<file path="config.mk">
export PLATFORM = sky130hd
export DESIGN_NAME = cdb_arbiter_flat
export DESIGN_NICKNAME = d
export VERILOG_FILES = /design/src/rtl/cdb_arbiter_if.sv /design/src/rtl/cdb_arbiter.sv /design/src/flat_wrapper.sv
export SDC_FILE = /design/constraint.sdc
export NUM_CORES = 1
export LEC_CHECK = 0
export CAP_MARGIN = 20
export CORE_MARGIN = 4
export CORE_UTILIZATION = 55
export CTS_BUF_LIST = sky130_fd_sc_hd__clkbuf_16
export CTS_CLUSTER_SIZE = 25
export DETAILED_ROUTE_END_ITERATION = 12
export GPL_ROUTABILITY_DRIVEN = 0
export PLACE_DENSITY = 0.8
export SLEW_MARGIN = 0
export SYNTH_ARGS = -nofsm -noshare
export SYNTH_HDL_FRONTEND = slang
export SYNTH_SLANG_ARGS = --single-unit
export TNS_END_PERCENT = 5
</file>
<file path="constraint.sdc">
create_clock -name clk -period 9.53 [get_ports clk]
set_input_delay 2.3825 -clock clk [delete_from_list [all_inputs] [get_ports clk]]
set_output_delay 2.3825 -clock clk [all_outputs]
set_load 0.005 [all_outputs]
</file>
<file path="src/rtl/cdb_arbiter_if.sv">
// Completion-bus handshake bundle: ALU and SLB result inputs, their ready
// back-pressure, and the registered broadcast toward ROB/RS/SLB.
interface cdb_arbiter_if #(
  parameter int DATA_WIDTH = 32,
  parameter int PC_WIDTH   = 32
);
  logic                  alu_valid;
  logic [PC_WIDTH-1:0]   alu_pc;
  logic [DATA_WIDTH-1:0] alu_data;
  logic [PC_WIDTH-1:0]   alu_jpc;
  logic                  alu_ready;
  logic                  slb_valid;
  logic [PC_WIDTH-1:0]   slb_pc;
  logic [DATA_WIDTH-1:0] slb_data;
  logic                  slb_ready;
  logic                  cdb_valid;
  logic [PC_WIDTH-1:0]   cdb_pc;
  logic [DATA_WIDTH-1:0] cdb_data;
  logic [PC_WIDTH-1:0]   cdb_jpc;
  logic                  cdb_src;

  modport master (
    output alu_valid, alu_pc, alu_data, alu_jpc, slb_valid, slb_pc, slb_data,
    input  alu_ready, slb_ready, cdb_valid, cdb_pc, cdb_data, cdb_jpc, cdb_src
  );

  modport slave (
    input  alu_valid, alu_pc, alu_data, alu_jpc, slb_valid, slb_pc, slb_data,
    output alu_ready, slb_ready, cdb_valid, cdb_pc, cdb_data, cdb_jpc, cdb_src
  );
endinterface

</file>
<file path="src/rtl/cdb_arbiter.sv">
// Common-data-bus arbiter: per-source result FIFOs, round-robin grant between
// ALU and SLB, one registered broadcast per cycle, cleared on ROB flush.
module cdb_fifo #(
  parameter int W     = 96,
  parameter int DEPTH = 2
) (
  input  logic         clk,
  input  logic         rst,
  input  logic         flush,
  input  logic         push_valid,
  input  logic [W-1:0] push_entry,
  output logic         ready,
  input  logic         pop,
  output logic         empty,
  output logic [W-1:0] head
);
  localparam int AW = $clog2(DEPTH);

  logic [AW-1:0] rptr_q, rptr_d, wptr_q, wptr_d;
  logic [AW:0]   cnt_q, cnt_d;
  logic [W-1:0]  mem_q [DEPTH];
  logic          push, do_pop;

  // Full refuses a push even if the same edge pops; ready depends on count only.
  assign ready  = (cnt_q != (AW+1)'(DEPTH));
  assign empty  = (cnt_q == '0);
  assign head   = mem_q[rptr_q];
  assign push   = push_valid && ready && !flush;
  assign do_pop = pop && !empty;

  always_comb begin
    rptr_d = rptr_q;
    wptr_d = wptr_q;
    cnt_d  = cnt_q;
    if (flush) begin
      rptr_d = '0;
      wptr_d = '0;
      cnt_d  = '0;
    end else begin
      if (push)   wptr_d = wptr_q + AW'(1);
      if (do_pop) rptr_d = rptr_q + AW'(1);
      if (push && !do_pop)      cnt_d = cnt_q + (AW+1)'(1);
      else if (!push && do_pop) cnt_d = cnt_q - (AW+1)'(1);
    end
  end

  always_ff @(posedge clk or negedge rst) begin
    if (!rst) begin
      rptr_q <= '0;
      wptr_q <= '0;
      cnt_q  <= '0;
    end else begin
      rptr_q <= rptr_d;
      wptr_q <= wptr_d;
      cnt_q  <= cnt_d;
    end
  end

  // Storage is never cleared; only the pointers define what is live.
  always_ff @(posedge clk) begin
    if (push) mem_q[wptr_q] <= push_entry;
  end
endmodule

module cdb_arbiter #(
  parameter int DATA_WIDTH = 32,
  parameter int PC_WIDTH   = 32,
  parameter int DEPTH      = 2
) (
  input  logic         clk,
  input  logic         rst,
  input  logic         flush,
  cdb_arbiter_if.slave bus
);
  localparam int  EW      = 2 * PC_WIDTH + DATA_WIDTH;
  localparam logic SRC_SLB = 1'b1;

  logic [EW-1:0] alu_entry, slb_entry, alu_head, slb_head, win_head;
  logic          alu_empty, slb_empty, alu_ready, slb_ready;
  logic          gnt_any, gnt_slb, alu_pop, slb_pop;

  logic                  last_grant_q, last_grant_d;
  logic                  cdb_valid_q, cdb_valid_d;
  logic [PC_WIDTH-1:0]   cdb_pc_q, cdb_pc_d;
  logic [DATA_WIDTH-1:0] cdb_data_q, cdb_data_d;
  logic [PC_WIDTH-1:0]   cdb_jpc_q, cdb_jpc_d;
  logic                  cdb_src_q, cdb_src_d;

  // Loads/stores carry no branch target, so next-PC is the fall-through.
  assign alu_entry = {bus.alu_pc, bus.alu_data, bus.alu_jpc};
  assign slb_entry = {bus.slb_pc, bus.slb_data, bus.slb_pc + PC_WIDTH'(4)};

  cdb_fifo #(.W(EW), .DEPTH(DEPTH)) u_alu_fifo (
    .clk(clk), .rst(rst), .flush(flush),
    .push_valid(bus.alu_valid), .push_entry(alu_entry), .ready(alu_ready),
    .pop(alu_pop), .empty(alu_empty), .head(alu_head)
  );

  cdb_fifo #(.W(EW), .DEPTH(DEPTH)) u_slb_fifo (
    .clk(clk), .rst(rst), .flush(flush),
    .push_valid(bus.slb_valid), .push_entry(slb_entry), .ready(slb_ready),
    .pop(slb_pop), .empty(slb_empty), .head(slb_head)
  );

  // On a tie the source that did not win last time goes next.
  assign gnt_any  = !alu_empty || !slb_empty;
  assign gnt_slb  = (!alu_empty && !slb_empty) ? !last_grant_q : !slb_empty;
  assign alu_pop  = gnt_any && !gnt_slb;
  assign slb_pop  = gnt_any && gnt_slb;
  assign win_head = gnt_slb ? slb_head : alu_head;

  always_comb begin
    last_grant_d = last_grant_q;
    cdb_valid_d  = 1'b0;
    cdb_pc_d     = cdb_pc_q;
    cdb_data_d   = cdb_data_q;
    cdb_jpc_d    = cdb_jpc_q;
    cdb_src_d    = cdb_src_q;
    if (flush) begin
      last_grant_d = SRC_SLB;
    end else if (gnt_any) begin
      cdb_valid_d                        = 1'b1;
      {cdb_pc_d, cdb_data_d, cdb_jpc_d}  = win_head;
      cdb_src_d                          = gnt_slb;
      last_grant_d                       = gnt_slb;
    end
  end

  always_ff @(posedge clk or negedge rst) begin
    if (!rst) begin
      last_grant_q <= SRC_SLB;
      cdb_valid_q  <= 1'b0;
      cdb_pc_q     <= '0;
      cdb_data_q   <= '0;
      cdb_jpc_q    <= '0;
      cdb_src_q    <= 1'b0;
    end else begin
      last_grant_q <= last_grant_d;
      cdb_valid_q  <= cdb_valid_d;
      cdb_pc_q     <= cdb_pc_d;
      cdb_data_q   <= cdb_data_d;
      cdb_jpc_q    <= cdb_jpc_d;
      cdb_src_q    <= cdb_src_d;
    end
  end

  assign bus.alu_ready = alu_ready;
  assign bus.slb_ready = slb_ready;
  assign bus.cdb_valid = cdb_valid_q;
  assign bus.cdb_pc    = cdb_pc_q;
  assign bus.cdb_data  = cdb_data_q;
  assign bus.cdb_jpc   = cdb_jpc_q;
  assign bus.cdb_src   = cdb_src_q;
endmodule

</file>
<file path="src/flat_wrapper.sv">
// flat-port wrapper written by rule: the top's interface ports become plain ports
module cdb_arbiter_flat 
#(
  parameter int DATA_WIDTH = 32,
  parameter int PC_WIDTH   = 32,
  parameter int DEPTH      = 2
)
  (clk, rst, flush, bus_alu_valid, bus_alu_pc, bus_alu_data, bus_alu_jpc, bus_slb_valid, bus_slb_pc, bus_slb_data, bus_alu_ready, bus_slb_ready, bus_cdb_valid, bus_cdb_pc, bus_cdb_data, bus_cdb_jpc, bus_cdb_src);
  cdb_arbiter_if #(.DATA_WIDTH(DATA_WIDTH), .PC_WIDTH(PC_WIDTH)) bus_i ();
  input  logic clk;
  input  logic rst;
  input  logic flush;
  input wire logic [$bits(bus_i.alu_valid)-1:0] bus_alu_valid;
  input wire logic [$bits(bus_i.alu_pc)-1:0] bus_alu_pc;
  input wire logic [$bits(bus_i.alu_data)-1:0] bus_alu_data;
  input wire logic [$bits(bus_i.alu_jpc)-1:0] bus_alu_jpc;
  input wire logic [$bits(bus_i.slb_valid)-1:0] bus_slb_valid;
  input wire logic [$bits(bus_i.slb_pc)-1:0] bus_slb_pc;
  input wire logic [$bits(bus_i.slb_data)-1:0] bus_slb_data;
  output wire logic [$bits(bus_i.alu_ready)-1:0] bus_alu_ready;
  output wire logic [$bits(bus_i.slb_ready)-1:0] bus_slb_ready;
  output wire logic [$bits(bus_i.cdb_valid)-1:0] bus_cdb_valid;
  output wire logic [$bits(bus_i.cdb_pc)-1:0] bus_cdb_pc;
  output wire logic [$bits(bus_i.cdb_data)-1:0] bus_cdb_data;
  output wire logic [$bits(bus_i.cdb_jpc)-1:0] bus_cdb_jpc;
  output wire logic [$bits(bus_i.cdb_src)-1:0] bus_cdb_src;
  assign bus_i.alu_valid = bus_alu_valid;
  assign bus_i.alu_pc = bus_alu_pc;
  assign bus_i.alu_data = bus_alu_data;
  assign bus_i.alu_jpc = bus_alu_jpc;
  assign bus_i.slb_valid = bus_slb_valid;
  assign bus_i.slb_pc = bus_slb_pc;
  assign bus_i.slb_data = bus_slb_data;
  assign bus_alu_ready = bus_i.alu_ready;
  assign bus_slb_ready = bus_i.slb_ready;
  assign bus_cdb_valid = bus_i.cdb_valid;
  assign bus_cdb_pc = bus_i.cdb_pc;
  assign bus_cdb_data = bus_i.cdb_data;
  assign bus_cdb_jpc = bus_i.cdb_jpc;
  assign bus_cdb_src = bus_i.cdb_src;
  cdb_arbiter #(.DATA_WIDTH(DATA_WIDTH), .PC_WIDTH(PC_WIDTH), .DEPTH(DEPTH)) u_core (.clk(clk), .rst(rst), .flush(flush), .bus(bus_i));
endmodule
</file>
==> results by group <==
Die
  • Core area: 33900 sq um
  • Starting Density: 56.3%
  • Die footprint: 37700 sq um
  • I/O pin total: 265
  • Chip height: 194 microns
  • Chip width: 194 microns
  • Rows: 67

Power and ir drop
  • Sequential power share: 46.1%
  • P_int: 0.00436 W
  • Pwr Density: 261 nW/um^2
  • Comb power frac: 24.6%
  • Power after layout: 0.00614 W
  • LEAKAGE: 8.11 nW
  • Peak VDD IR: 0.000194 V
  • Clock power frac: 29.3%
  • P_sw: 0.00178 W
  • Switching Fraction: 29.0%

Synth
  • Post-synth EDFFs: 380
  • Distinct cell type count after synthesis: 41
  • Flops & latches, synth: 487
  • Synth Net Count: 1438
  • Synth warnings: 0
  • Avg Inst Size Synth: 15.0 sq um
  • Mapped Cells: 1272
  • Sequential-to-total area share from yosys stat: 73.8%
  • Post-Syn Area: 19100 sq um
  • Asr flop ratio synth: 22.0%
  • Synth Flop Type: edfxtp_1

Global routing
  • Global-route usage over all layers: 21.9%
  • Grt total ovfl: 0
  • First-pass GRT wire length: 64900 microns
  • Largest net degree at the start of global routing: 105
  • Vias in the first global route: 11.3k
  • Initial antenna violation count: 6

Critical path
  • Critical path fanouts, max: 104
  • CP Class: in -> reg
  • RR Endpoint: u_core.bus.cdb_jpc[11]
  • Slowest CP cell: buf_4
  • CP Launch Point: flush
  • Required @ worst endpoint: 9.91 ns
  • Buf/Inv on CP: 2
  • WP depth: 4
  • CP arrival: 5.33 ns
  • Critical path's largest stage delay: 0.94 ns
  • Worst r2r src: u_core.u_slb_fifo.cnt_q[0]
  • Critical-path cell list: clkdlybuf4s50_1, a21o_4, buf_4, o31ai_1
  • Delay-heaviest family, CP: buffers and inverters
  • Reg2reg path depth: 4
  • R2R setup slack: 6.48 ns
  • Startpoint Class: input port
  • Crit. End Element: flip-flop

Clocking
  • Setup bufs post-CTS: 0
  • Clock Pin Slew Worst Setup and Hold Paths: 0.06 ns
  • CTS tree: built
  • Clock Latency Late Sink: 0.54 ns
  • TritonCTS buffer count: 48
  • Cts hold-fix bufs: 0
  • Max clock buf depth: 3
  • Clock Sinks: 487
  • Resized cells post-CTS: 0
  • Clk root buf: clkbuf_16
  • H-tree lvl count: 2

Routing
  • Wire per inst: 21.2 microns
  • Vias after detailed routing: 11.4k
  • First drt pass iteration count: 4
  • DRC: 0
  • WL final: 42400 microns
  • 1st-iter DRT viols: 684
  • Routed vias/inst: 5.69
  • Final ANT Viol Nets: 0

Timing
  • F_max: 202 MHz
  • Final hold violations: 0
  • Slew @ Worst Pin: 1.09 ns
  • Final worst-path cycle share: 52.0%
  • Max_slew headroom: 27.1%
  • # setup viols final: 0
  • Worst Skew: 0.00783 ns
  • Final Critical Period: 4.95 ns
  • RSZ-0062 raised after global routing: no
  • Hold slack final: 0.475 ns
  • Pins Over Slew Limit: 0
  • Fin worst setup slack: 4.58 ns

Final layout
  • Layout cells sized above 1: 7.27%
  • Area grow syn2layout: 23.5%
  • Core Util, Final: 69.6%
  • Number of nets in the layout: 1681

Place
  • Pre-CTS setup slack: 4.01 ns
  • Port Buf Inserts: 264
  • HPWL Detailed: 26500 microns

Flow run
  • # Max-Cap Violations: 0

Outcome
  • Outcome: complete, no violations

Min path
  • Hold Crit Class: reg -> reg
  • Worst hold path cell count: 2
  • Worst Hold End: u_core.bus.cdb_data[10]
  • Hold path start: u_core.bus.cdb_data[10]
==> power groups by stage <==
| stage | Sequential (W) | Combinational (W) | Clock [W] |
|---|---|---|---|
| final | 0.00283 | 0.00151 | 0.00180 |
| after global routing | 0.00287 | 0.00166 | 0.00193 |
| after CTS | 0.00284 | 0.00154 | 0.00183 |
| after detailed placement | 0.00287 | 0.00153 | 0 |
| after global placement | 0.00287 | 0.00147 | 0 |
| after floorplan | 0.00278 | 0.000867 | 0 |
==> layout make-up <==
cell class | count | area, sq um
diodes | 1 | 2.50
clock buffers | 49 | 1230
clock inverters | 41 | 294
fillers | 2252 | 10300
inverters | 5 | 18.8
multi-input cells | 694 | 4620
flip-flops and latches | 487 | 14100
well taps | 448 | 561
repair buffers | 279 | 2750
==> placed cells by master, fill, tap and decap left out, types with 2 or more instances in the layout <==
cell type / Yosys / routed
nor3_1: 4 / 2
a211oi_1: 173 / 173
clkinvlp_4: 0 / 4
inv_6: 0 / 2
bufinv_16: 0 / 4
nand4_1: 11 / 11
and2_1: 2 / 2
nor4b_1: 2 / 2
buf_4: 1 / 16
nor2_1: 14 / 14
nand3_1: 12 / 12
dfrtp_1: 106 / 104
clkbuf_16: 0 / 49
nand2b_1: 2 / 2
xor2_1: 8 / 8
clkdlybuf4s50_1: 0 / 263
clkinv_2: 0 / 8
a211oi_2: 17 / 17
o31ai_1: 96 / 96
edfxtp_1: 380 / 380
inv_1: 5 / 17
nor3_2: 1 / 3
nor2b_1: 191 / 191
dfrtp_4: 0 / 2
o21ai_0: 2 / 2
xnor2_1: 24 / 24
and3_1: 2 / 2
nand2_1: 112 / 112
clkinv_1: 0 / 11
a21oi_1: 4 / 4
==> through the flow <==
step / cells / TNS [ns] / cell area (sq um)
after floorplan: 1272 / -75.78 / 19100
after global placement: 1913 / 0 / 22000
after detailed placement: 1913 / 0 / 22000
after CTS: 2003 / 0 / 23600
after global routing: 2004 / 0 / 23600
final: 2004 / 0 / 23600
==> metal layers <==
layer,vias up,global-route usage [%],wire length [microns]
met5,-,0,66
met4,10,4.43,718
met3,63,4.95,2750
met2,368,37.9,21500
met1,5623,28.9,17400
li1,5341,-,-
==> how the worst max path moves through the flow <==
stage	to	slack [ns]
floorplan	u_core.u_slb_fifo.mem_q[1][10]	-0.60
global placement	u_core.bus.cdb_jpc[26]	4.18
detailed placement	u_core.bus.cdb_jpc[23]	4.01
CTS	u_core.bus.cdb_jpc[11]	4.58
global route	u_core.bus.cdb_jpc[12]	4.36
finish	u_core.bus.cdb_jpc[11]	4.58
==> cells in the mapped netlist, types with 2 or more instances <==
library cell  count  area, sq um
a211oi_1        173         1300
a211oi_2         17          213
a21o_1            2         15.0
a21oi_1           4         20.0
and2_1            2         12.5
and3_1            2         12.5
buf_1             9         33.8
buf_2            29          145
buf_6             4         45.0
clkbuf_1         43          161
dfrtp_1         106         2650
edfxtp_1        380        11400
inv_1             5         18.8
nand2_1         112          420
nand2b_1          2         12.5
nand3_1          12         60.1
nand4_1          11         68.8
nor2_1           14         52.6
nor2b_1         191         1190
nor3_1            4         20.0
nor3b_1           3         22.5
nor4b_1           2         17.5
o21ai_0           2         10.0
o31ai_1          96          721
xnor2_1          24          210
xor2_1            8         70.1
==> flip-flops by register name, indices dropped and copies added (netlist names), 2 cells and up <==
signal / count
u_core.bus.cdb_data: 32
u_core.bus.cdb_jpc: 32
u_core.bus.cdb_pc: 32
u_core.u_alu_fifo.cnt_q: 2
u_core.u_alu_fifo.mem_q: 192
u_core.u_slb_fifo.cnt_q: 2
u_core.u_slb_fifo.mem_q: 188
==> cells by family (layout without fill, tap and decap cells) <==
logic type / Yosys count / after routing / share of synthesized area (%)
flops: 487 / 487 / 73.8
simple gates: 361 / 361 / 10.2
compound gates: 298 / 298 / 12.1
buf+inv: 91 / 374 / 2.16
xor+xnor: 33 / 33 / 1.59
fa+ha+maj: 1 / 1 / 0.0656
mux: 1 / 1 / 0.0590
other cells: 0 / 1 / 0
==> worst reg2reg max path, stage by stage, from the launching register on <==
cell	delay, ns
dfrtp_1	0.41
nor2_1	0.42
a21o_4	0.76
buf_4	1.03
o31ai_1	0.26
Note: power is estimated with default switching activity, not from simulation.
